<file path="src/rtl/icache_pkg.sv">
// Shared types and constants for the direct-mapped instruction cache.
package icache_pkg;
    localparam int LINE_W   = 128;
    localparam int WORD_W   = 32;
    localparam int BEATS    = 4;
    localparam int OFFSET_W = 4;

    typedef enum logic [1:0] {
        IDLE,
        LOOKUP,
        REFILL,
        RESPOND
    } state_t;
endpackage

</file>
<file path="src/rtl/inst_cache_if.sv">
// Fetch-side request/response and backing-memory refill signals of inst_cache.
// slave: the cache's view. master: the fetch queue plus memory subsystem.
interface inst_cache_if;
    import icache_pkg::*;

    logic [31:0]         pc_in;
    logic                cache_rd_en;
    logic                cache_abort;
    logic                cache_stall;
    logic [LINE_W-1:0]   dout;
    logic                dout_valid;
    logic [31:0]         mem_addr;
    logic                mem_rd_req;
    logic [WORD_W-1:0]   mem_rd_data;
    logic                mem_rd_valid;

    modport slave (
        input  pc_in, cache_rd_en, cache_abort, mem_rd_data, mem_rd_valid,
        output cache_stall, dout, dout_valid, mem_addr, mem_rd_req
    );

    modport master (
        output pc_in, cache_rd_en, cache_abort, mem_rd_data, mem_rd_valid,
        input  cache_stall, dout, dout_valid, mem_addr, mem_rd_req
    );
endinterface

</file>
<file path="src/rtl/icache_array.sv">
// Valid/tag/data storage for inst_cache: one registered read port, one write
// port. Reset clears only the valid bits; tag and data are plain storage.
module icache_array
    import icache_pkg::*;
#(
    parameter int NUM_LINES = 16,
    parameter int IDX_W     = 4,
    parameter int TAG_W     = 24
) (
    input  logic              clk,
    input  logic              rst,
    input  logic              rd_en,
    input  logic [IDX_W-1:0]  rd_idx,
    output logic              rd_valid,
    output logic [TAG_W-1:0]  rd_tag,
    output logic [LINE_W-1:0] rd_data,
    input  logic              wr_en,
    input  logic [IDX_W-1:0]  wr_idx,
    input  logic [TAG_W-1:0]  wr_tag,
    input  logic [LINE_W-1:0] wr_data
);
    logic [NUM_LINES-1:0] valid_q;
    logic [TAG_W-1:0]     tag_mem  [NUM_LINES];
    logic [LINE_W-1:0]    data_mem [NUM_LINES];

    // Valid bits: cleared on reset, set when a refill installs a line.
    always_ff @(posedge clk or negedge rst) begin
        if (!rst)
            valid_q <= '0;
        else if (wr_en)
            valid_q[wr_idx] <= 1'b1;
    end

    // Tag/data write; a refill overwrites whatever the index held.
    always_ff @(posedge clk) begin
        if (wr_en) begin
            tag_mem[wr_idx]  <= wr_tag;
            data_mem[wr_idx] <= wr_data;
        end
    end

    // Registered read, captured when a request is accepted.
    always_ff @(posedge clk or negedge rst) begin
        if (!rst) begin
            rd_valid <= 1'b0;
            rd_tag   <= '0;
            rd_data  <= '0;
        end else if (rd_en) begin
            rd_valid <= valid_q[rd_idx];
            rd_tag   <= tag_mem[rd_idx];
            rd_data  <= data_mem[rd_idx];
        end
    end
endmodule

</file>
<file path="src/rtl/inst_cache.sv">
// Direct-mapped read-only instruction cache. Returns one 128-bit line per
// accepted fetch; misses refill four 32-bit beats from backing memory.
// Optional hit/miss counters are built when ICACHE_STATS_EN is defined.
module inst_cache
    import icache_pkg::*;
#(
    parameter int NUM_LINES = 16
) (
    input  logic        clk,
    input  logic        rst,
    inst_cache_if.slave bus
`ifdef ICACHE_STATS_EN
    ,
    output logic [31:0] hit_count,
    output logic [31:0] miss_count
`endif
);
    localparam int IDX_W = $clog2(NUM_LINES);
    localparam int TAG_W = 32 - OFFSET_W - IDX_W;

    state_t                        state;
    logic [1:0]                    beat_cnt;
    logic                          abort_q;
    logic [31:0]                   req_addr;
    logic [BEATS-1:0][WORD_W-1:0]  line_buf;

    logic              rd_valid;
    logic [TAG_W-1:0]  rd_tag;
    logic [LINE_W-1:0] rd_data;

    logic [IDX_W-1:0]  req_idx;
    logic [TAG_W-1:0]  req_tag;
    logic              hit;
    logic              abort_eff;
    logic              accept;
    logic              last_beat;
    logic [LINE_W-1:0] fill_line;

    assign req_idx   = req_addr[OFFSET_W +: IDX_W];
    assign req_tag   = req_addr[31 -: TAG_W];
    assign hit       = (state == LOOKUP) && rd_valid && (rd_tag == req_tag);
    // Abort stays in force from its assertion until the pending response slot.
    assign abort_eff = bus.cache_abort | abort_q;
    // A new request may be taken from IDLE, or pipelined behind a hit.
    assign accept    = bus.cache_rd_en && !bus.cache_abort &&
                       ((state == IDLE) || hit);
    assign last_beat = (state == REFILL) && bus.mem_rd_valid && (beat_cnt == 2'd3);
    assign fill_line = {bus.mem_rd_data, line_buf[2], line_buf[1], line_buf[0]};

    assign bus.cache_stall = (state == REFILL) || (state == RESPOND) ||
                             ((state == LOOKUP) && !hit);
    assign bus.dout_valid  = (hit || (state == RESPOND)) && !abort_eff;
    assign bus.dout        = (state == RESPOND) ? line_buf : rd_data;
    assign bus.mem_rd_req  = (state == REFILL);
    assign bus.mem_addr    = req_addr;

    icache_array #(
        .NUM_LINES (NUM_LINES),
        .IDX_W     (IDX_W),
        .TAG_W     (TAG_W)
    ) u_array (
        .clk      (clk),
        .rst      (rst),
        .rd_en    (accept),
        .rd_idx   (bus.pc_in[OFFSET_W +: IDX_W]),
        .rd_valid (rd_valid),
        .rd_tag   (rd_tag),
        .rd_data  (rd_data),
        .wr_en    (last_beat),
        .wr_idx   (req_idx),
        .wr_tag   (req_tag),
        .wr_data  (fill_line)
    );

    // Request/refill state machine; reset abandons any refill in flight.
    always_ff @(posedge clk or negedge rst) begin
        if (!rst) begin
            state    <= IDLE;
            beat_cnt <= 2'd0;
            abort_q  <= 1'b0;
            req_addr <= '0;
            line_buf <= '0;
        end else begin
            case (state)
                IDLE: begin
                    if (accept) begin
                        req_addr <= {bus.pc_in[31:OFFSET_W], {OFFSET_W{1'b0}}};
                        state    <= LOOKUP;
                    end
                end
                LOOKUP: begin
                    if (hit) begin
                        if (accept)
                            req_addr <= {bus.pc_in[31:OFFSET_W], {OFFSET_W{1'b0}}};
                        else
                            state <= IDLE;
                    end else begin
                        beat_cnt <= 2'd0;
                        abort_q  <= bus.cache_abort;
                        state    <= REFILL;
                    end
                end
                REFILL: begin
                    if (bus.cache_abort)
                        abort_q <= 1'b1;
                    if (bus.mem_rd_valid) begin
                        line_buf[beat_cnt] <= bus.mem_rd_data;
                        beat_cnt           <= beat_cnt + 2'd1;
                        if (beat_cnt == 2'd3) begin
                            // An aborted refill still installs the line but skips its response.
                            state   <= abort_eff ? IDLE : RESPOND;
                            abort_q <= 1'b0;
                        end
                    end
                end
                RESPOND: begin
                    abort_q <= 1'b0;
                    state   <= IDLE;
                end
                default: state <= IDLE;
            endcase
        end
    end

`ifdef ICACHE_STATS_EN
    // Count every lookup by outcome, aborted ones included; saturate at all-ones.
    always_ff @(posedge clk or negedge rst) begin
        if (!rst) begin
            hit_count  <= '0;
            miss_count <= '0;
        end else if (state == LOOKUP) begin
            if (hit) begin
                if (hit_count != 32'hFFFF_FFFF)
                    hit_count <= hit_count + 32'd1;
            end else begin
                if (miss_count != 32'hFFFF_FFFF)
                    miss_count <= miss_count + 32'd1;
            end
        end
    end
`endif
endmodule
</file>
<file path="src/flat_wrapper.sv">
// flat-port wrapper written by rule: the top's interface ports become plain ports
module inst_cache_flat import icache_pkg::*;
#(
    parameter int NUM_LINES = 16
)
  (clk, rst, bus_pc_in, bus_cache_rd_en, bus_cache_abort, bus_mem_rd_data, bus_mem_rd_valid, bus_cache_stall, bus_dout, bus_dout_valid, bus_mem_addr, bus_mem_rd_req);
  inst_cache_if bus_i ();
  input  logic clk;
  input  logic rst;
  input wire logic [$bits(bus_i.pc_in)-1:0] bus_pc_in;
  input wire logic [$bits(bus_i.cache_rd_en)-1:0] bus_cache_rd_en;
  input wire logic [$bits(bus_i.cache_abort)-1:0] bus_cache_abort;
  input wire logic [$bits(bus_i.mem_rd_data)-1:0] bus_mem_rd_data;
  input wire logic [$bits(bus_i.mem_rd_valid)-1:0] bus_mem_rd_valid;
  output wire logic [$bits(bus_i.cache_stall)-1:0] bus_cache_stall;
  output wire logic [$bits(bus_i.dout)-1:0] bus_dout;
  output wire logic [$bits(bus_i.dout_valid)-1:0] bus_dout_valid;
  output wire logic [$bits(bus_i.mem_addr)-1:0] bus_mem_addr;
  output wire logic [$bits(bus_i.mem_rd_req)-1:0] bus_mem_rd_req;
  assign bus_i.pc_in = bus_pc_in;
  assign bus_i.cache_rd_en = bus_cache_rd_en;
  assign bus_i.cache_abort = bus_cache_abort;
  assign bus_i.mem_rd_data = bus_mem_rd_data;
  assign bus_i.mem_rd_valid = bus_mem_rd_valid;
  assign bus_cache_stall = bus_i.cache_stall;
  assign bus_dout = bus_i.dout;
  assign bus_dout_valid = bus_i.dout_valid;
  assign bus_mem_addr = bus_i.mem_addr;
  assign bus_mem_rd_req = bus_i.mem_rd_req;
  inst_cache #(.NUM_LINES(NUM_LINES)) u_core (.clk(clk), .rst(rst), .bus(bus_i));
endmodule
</file>
<file path="config.mk">
export PLATFORM = sky130hd
export DESIGN_NAME = inst_cache_flat
export DESIGN_NICKNAME = d
export VERILOG_FILES = /design/src/rtl/icache_pkg.sv /design/src/rtl/inst_cache_if.sv /design/src/rtl/icache_array.sv /design/src/rtl/inst_cache.sv /design/src/flat_wrapper.sv
export SDC_FILE = /design/constraint.sdc
export NUM_CORES = 2
export LEC_CHECK = 0
export BUFFER_PORTS_ARGS = -buffer_cell sky130_fd_sc_hd__buf_2
export CORE_MARGIN = 5
export CORE_UTILIZATION = 55
export DETAILED_ROUTE_END_ITERATION = 12
export PLACE_DENSITY = 0.71
export SLEW_MARGIN = 20
export SYNTH_ARGS = -nofsm -noshare
export SYNTH_HDL_FRONTEND = slang
export SYNTH_SLANG_ARGS = --single-unit
</file>
<file path="constraint.sdc">
create_clock -name clk -period 24.1 [get_ports clk]
set_input_delay 1.205 -clock clk [delete_from_list [all_inputs] [get_ports clk]]
set_output_delay 1.205 -clock clk [all_outputs]
set_load 0.02 [all_outputs]
</file>
==> parameters.txt <==
Parameter                              Value

Timing
  Total negative setup slack ... 0 ns
  RSZ-0062 raised after global routing ... false
  Worst-Margin Slew ... 1.16 ns
  Post-route clock skew ... 0.0565 ns
  Total count of hold-check failures in the final report ... 0
  Slew Limit Headroom ... 22.4%
  Min cycle time layout ... 5.76 ns
  Final Cycle Share ... 23.9%
  Final number of max-transition violations ... 0
  Number of failing setup endpoints in the final timing report ... 0
  Maximum clock rate ... 0.174 GHz
  Final worst slack ... 18.34 ns

Setup path
  Start point of the critical path ... bus_pc_in[4]
  Crit-path max cell delay ... 0.89 ns
  Critical Path RT ... 24.87 ns
  Register-to-register setup slack ... 18.93 ns
  Arr. time, crit path ... 6.52 ns
  Worst Path Max Fanout ... 63
  Kind of capture point of the worst setup path ... flip-flop
  WS Path Type ... primary input to flip-flop
  Number of logic stages on the critical path including buffering ... 8
  Crit-path leading delay family ... buffers and inverters
  Critical Path Slowest Stage Cell ... buf_4
  Cell mode on critical path ... buf_4
  Launch point of the worst reg-to-reg path ... u_core.state[1]$_DFFE_PN0P_
  Depth of the worst register-to-register path ... 6
  Buf+Inv Stages, Crit Path ... 5
  Cells traversed along the worst timing path ... buf_8 > buf_4 > buf_4 > buf_4 > buf_4 > mux4_2 > mux4_2 > mux2_2
  Startpoint types ... primary input

Final layout
  Final instance area ... 119000 sq um
  Share of post-route cells with drive strength above 1 ... 37.0%
  Util after Layout ... 62.4%
  Most common library cell in the layout ignoring fill and taps ... edfxtp_1
  Top library cells by usage in the layout, fill and taps aside ... 2432 x edfxtp_1, 765 x mux4_2, 330 x dfrtp_1
  Layout area overhead ... 12.8%
  Count of nets after finishing ... 4822

Die
  Core ar. ... 190000 sq um
  Row count ... 160
  IO Count ... 232
  Total Die Area ... 200000 sq um
  Die Span X ... 448 um
  Effective utilization at floorplan ... 55.3%
  Die H ... 448 um

Clocking
  TritonCTS clock tree ... yes
  Clk sink count ... 2762
  Setup Fix Bufs, Post-CTS ... 0
  Clock latency of the later-clocked register in the worst-skew pair ... 0.92 ns
  Post-cts resize count ... 0
  Clk pin slew, worst setup/hold paths ... 0.06 ns
  CTS hold repair buffers ... 0
  CTS buffer count ... 292
  Clock root buffer master ... clkbuf_16
  Maximum count of clock buffers along a single path ... 4
  Deepest level of the CTS H-tree ... 5

Outcome
  Result of the run ... finished, final reports clean

Placement
  HPWL after detailed placement ... 116000 um
  I/O Buffers ... 223
  Total placed instance area ... 109000 sq um
  RD Place Congestion ... 0.726
  Post-placement worst setup slack ... 17.21 ns

Synthesis
  Register area share after synthesis ... 77.2%
  Leading post-synthesis cells by cell area ... edfxtp_1 69%, mux4_2 16%, dfrtp_1 7.8%
  Average footprint of a synthesized cell ... 24.1 sq um
  Cell type with the highest aggregate area in the netlist ... edfxtp_1
  Flip-flop and latch count after synthesis ... 2762
  Post-synth top area share ... 69.3%
  Syn Inst Count ... 4371
  Count of unique library cells instantiated by Yosys ... 39
  Total standard cell area after synthesis ... 105000 sq um
  Synth warnings ... 0

Global routing
  Gr usage total ... 25.2%
  First-pass GRT wire length ... 359000 um
  Antenna violations before repair ... 22
  Total global routing overflow ... 0
  Pin count of the biggest net entering global routing ... 139
  Via count of the first global-routing pass ... 50.3k

Power and ir drop
  Cell leakage power ... 39.2 nW
  VDD IR max ... 0.0786 mV
  Share of total power in combinational logic ... 11.3%
  Power per cell area ... 104 nW/um^2
  Internal Dissipation ... 9.21 mW
  Part of the power in registers ... 53.1%
  P_sw ... 3.16 mW
  Net switching share of the total power ... 25.5%
  Clock network power share ... 35.6%

Drt
  Drt wl/cell ... 33.3 um
  Detailed router's first-iteration violation count ... 5570
  Total iterations of the first detailed-routing run ... 8
  Via count normalized by instance count ... 6.47
  DRC violation count after routing ... 0
  Via total after detailed routing ... 48.5k
  Drt total wl ... 250000 um
  Antenna Violating Nets Remaining ... 0

Min path
  Tightest Hold Check Type ... primary input to async pin

Job
  MaxCap Viol Count ... 0
==> worst reg2reg max path, cell delays in order, from the launching register on <==
cell     delay, ns
dfrtp_1       0.58
nor2b_1       0.69
and3_2        0.43
nand3_1       0.33
nor2_4        0.67
buf_4         0.96
buf_4         1.06
==> power groups by stage <==
| stage | combinational (mW) | clock, mW | sequential (mW) |
|---|---|---|---|
| 5_1_grt | 1.49 | 4.68 | 6.62 |
| 2_1_floorplan | 0.870 | 0 | 6.45 |
| 3_5_place_dp | 1.42 | 0 | 6.65 |
| 3_3_place_gp | 1.41 | 0 | 6.59 |
| 6_report | 1.40 | 4.41 | 6.56 |
| 4_1_cts | 1.43 | 4.47 | 6.55 |
==> cells in the mapped netlist <==
cell       number
buf_4          26
or2_2          15
mux2_2        324
or2_1           1
and3_1          1
nand4_1         1
a2111oi_0       1
nor2b_1         3
and4b_1         1
a311oi_1        1
inv_1           3
conb_1          1
nor2_1         19
nor4_1          5
nor3_1          7
nand3b_1        1
nand2_2         1
nor3b_1         1
a21oi_1         5
nand3_1         6
mux4_2        765
dfrtp_1       330
xor2_1         23
nand2b_1        3
or3_1           1
o21ai_0         2
edfxtp_1     2432
clkbuf_1      122
o21ai_2         1
buf_6          24
xnor2_1         1
buf_1          19
o22ai_1         1
buf_2          36
a211oi_1        1
mux2i_1         1
ha_1            4
mux2_1         81
nand2_1       101
==> sequential cells by signal (all words and copies together) (netlist names) <==
| name | flops |
|---|---|
| u_core.u_array.data_mem | 2048 |
| u_core.u_array.tag_mem | 384 |
| u_core.u_array.rd_data | 128 |
| u_core.fill_line | 96 |
| u_core.line_buf | 32 |
| u_core.bus.mem_addr | 28 |
| u_core.u_array.rd_tag | 24 |
| u_core.u_array.valid_q | 16 |
| u_core.beat_cnt | 2 |
| u_core.state | 2 |
| u_core.abort_q | 1 |
| u_core.u_array.rd_valid | 1 |
==> final cells by class <==
cell class / count / area [sq um]
clock inverters: 111 / 1200
diodes: 10 / 25.0
flip-flops and latches: 2762 / 81300
clock buffers: 405 / 8180
fillers: 12405 / 71500
inverters: 3 / 11.3
multi-input cells: 1382 / 23000
well taps: 2511 / 3140
repair buffers: 308 / 1970
==> layer usage <==
metal | share of wire [%] | vias to the layer above | GRT usage (%)
met1 | 38 | 26558 | 34.6
met5 | 0 | - | 0
met4 | 3.5 | 0 | 8.58
met2 | 51 | 2321 | 41.9
met3 | 7.7 | 394 | 4.17
li1 | - | 19237 | -
==> final timing paths <==
check | end
setup / recovery | u_core.u_array.rd_tag[4]$_DFFE_PN0P_
min in group clk | u_core.u_array.valid_q[14]$_DFFE_PN0P_
setup reg to reg | u_core.u_array.data_mem[7][87]$_DFFE_PP_
max in group asynchronous | u_core.fill_line[75]$_DFFE_PN0P_
hold / removal | u_core.u_array.rd_data[39]$_DFFE_PN0P_
hold reg to reg | u_core.u_array.valid_q[14]$_DFFE_PN0P_
==> stage by stage <==
stage               instances  hold WS, ns  total power [mW]
floorplan                4374        0.429              7.32
global placement         6966        0.442              7.99
detailed placement       6966        0.449              8.07
CTS                      7482        0.263              12.5
global route             7485        0.294              12.8
finish                   7492        0.303              12.4
==> logic make-up (layout without fill, tap and decap cells) <==
kind of cell	Yosys count	count (layout)	share of synthesized area, %
xor+xnor	24	24	0.200
mux	1171	1171	20.7
buf+inv	230	827	1.13
compound gates	12	12	0.0713
flops	2762	2762	77.2
simple gates	167	167	0.697
fa+ha+maj	4	4	0.0475
other cells	1	14	0.00356
(Power assumes the default switching activity.)
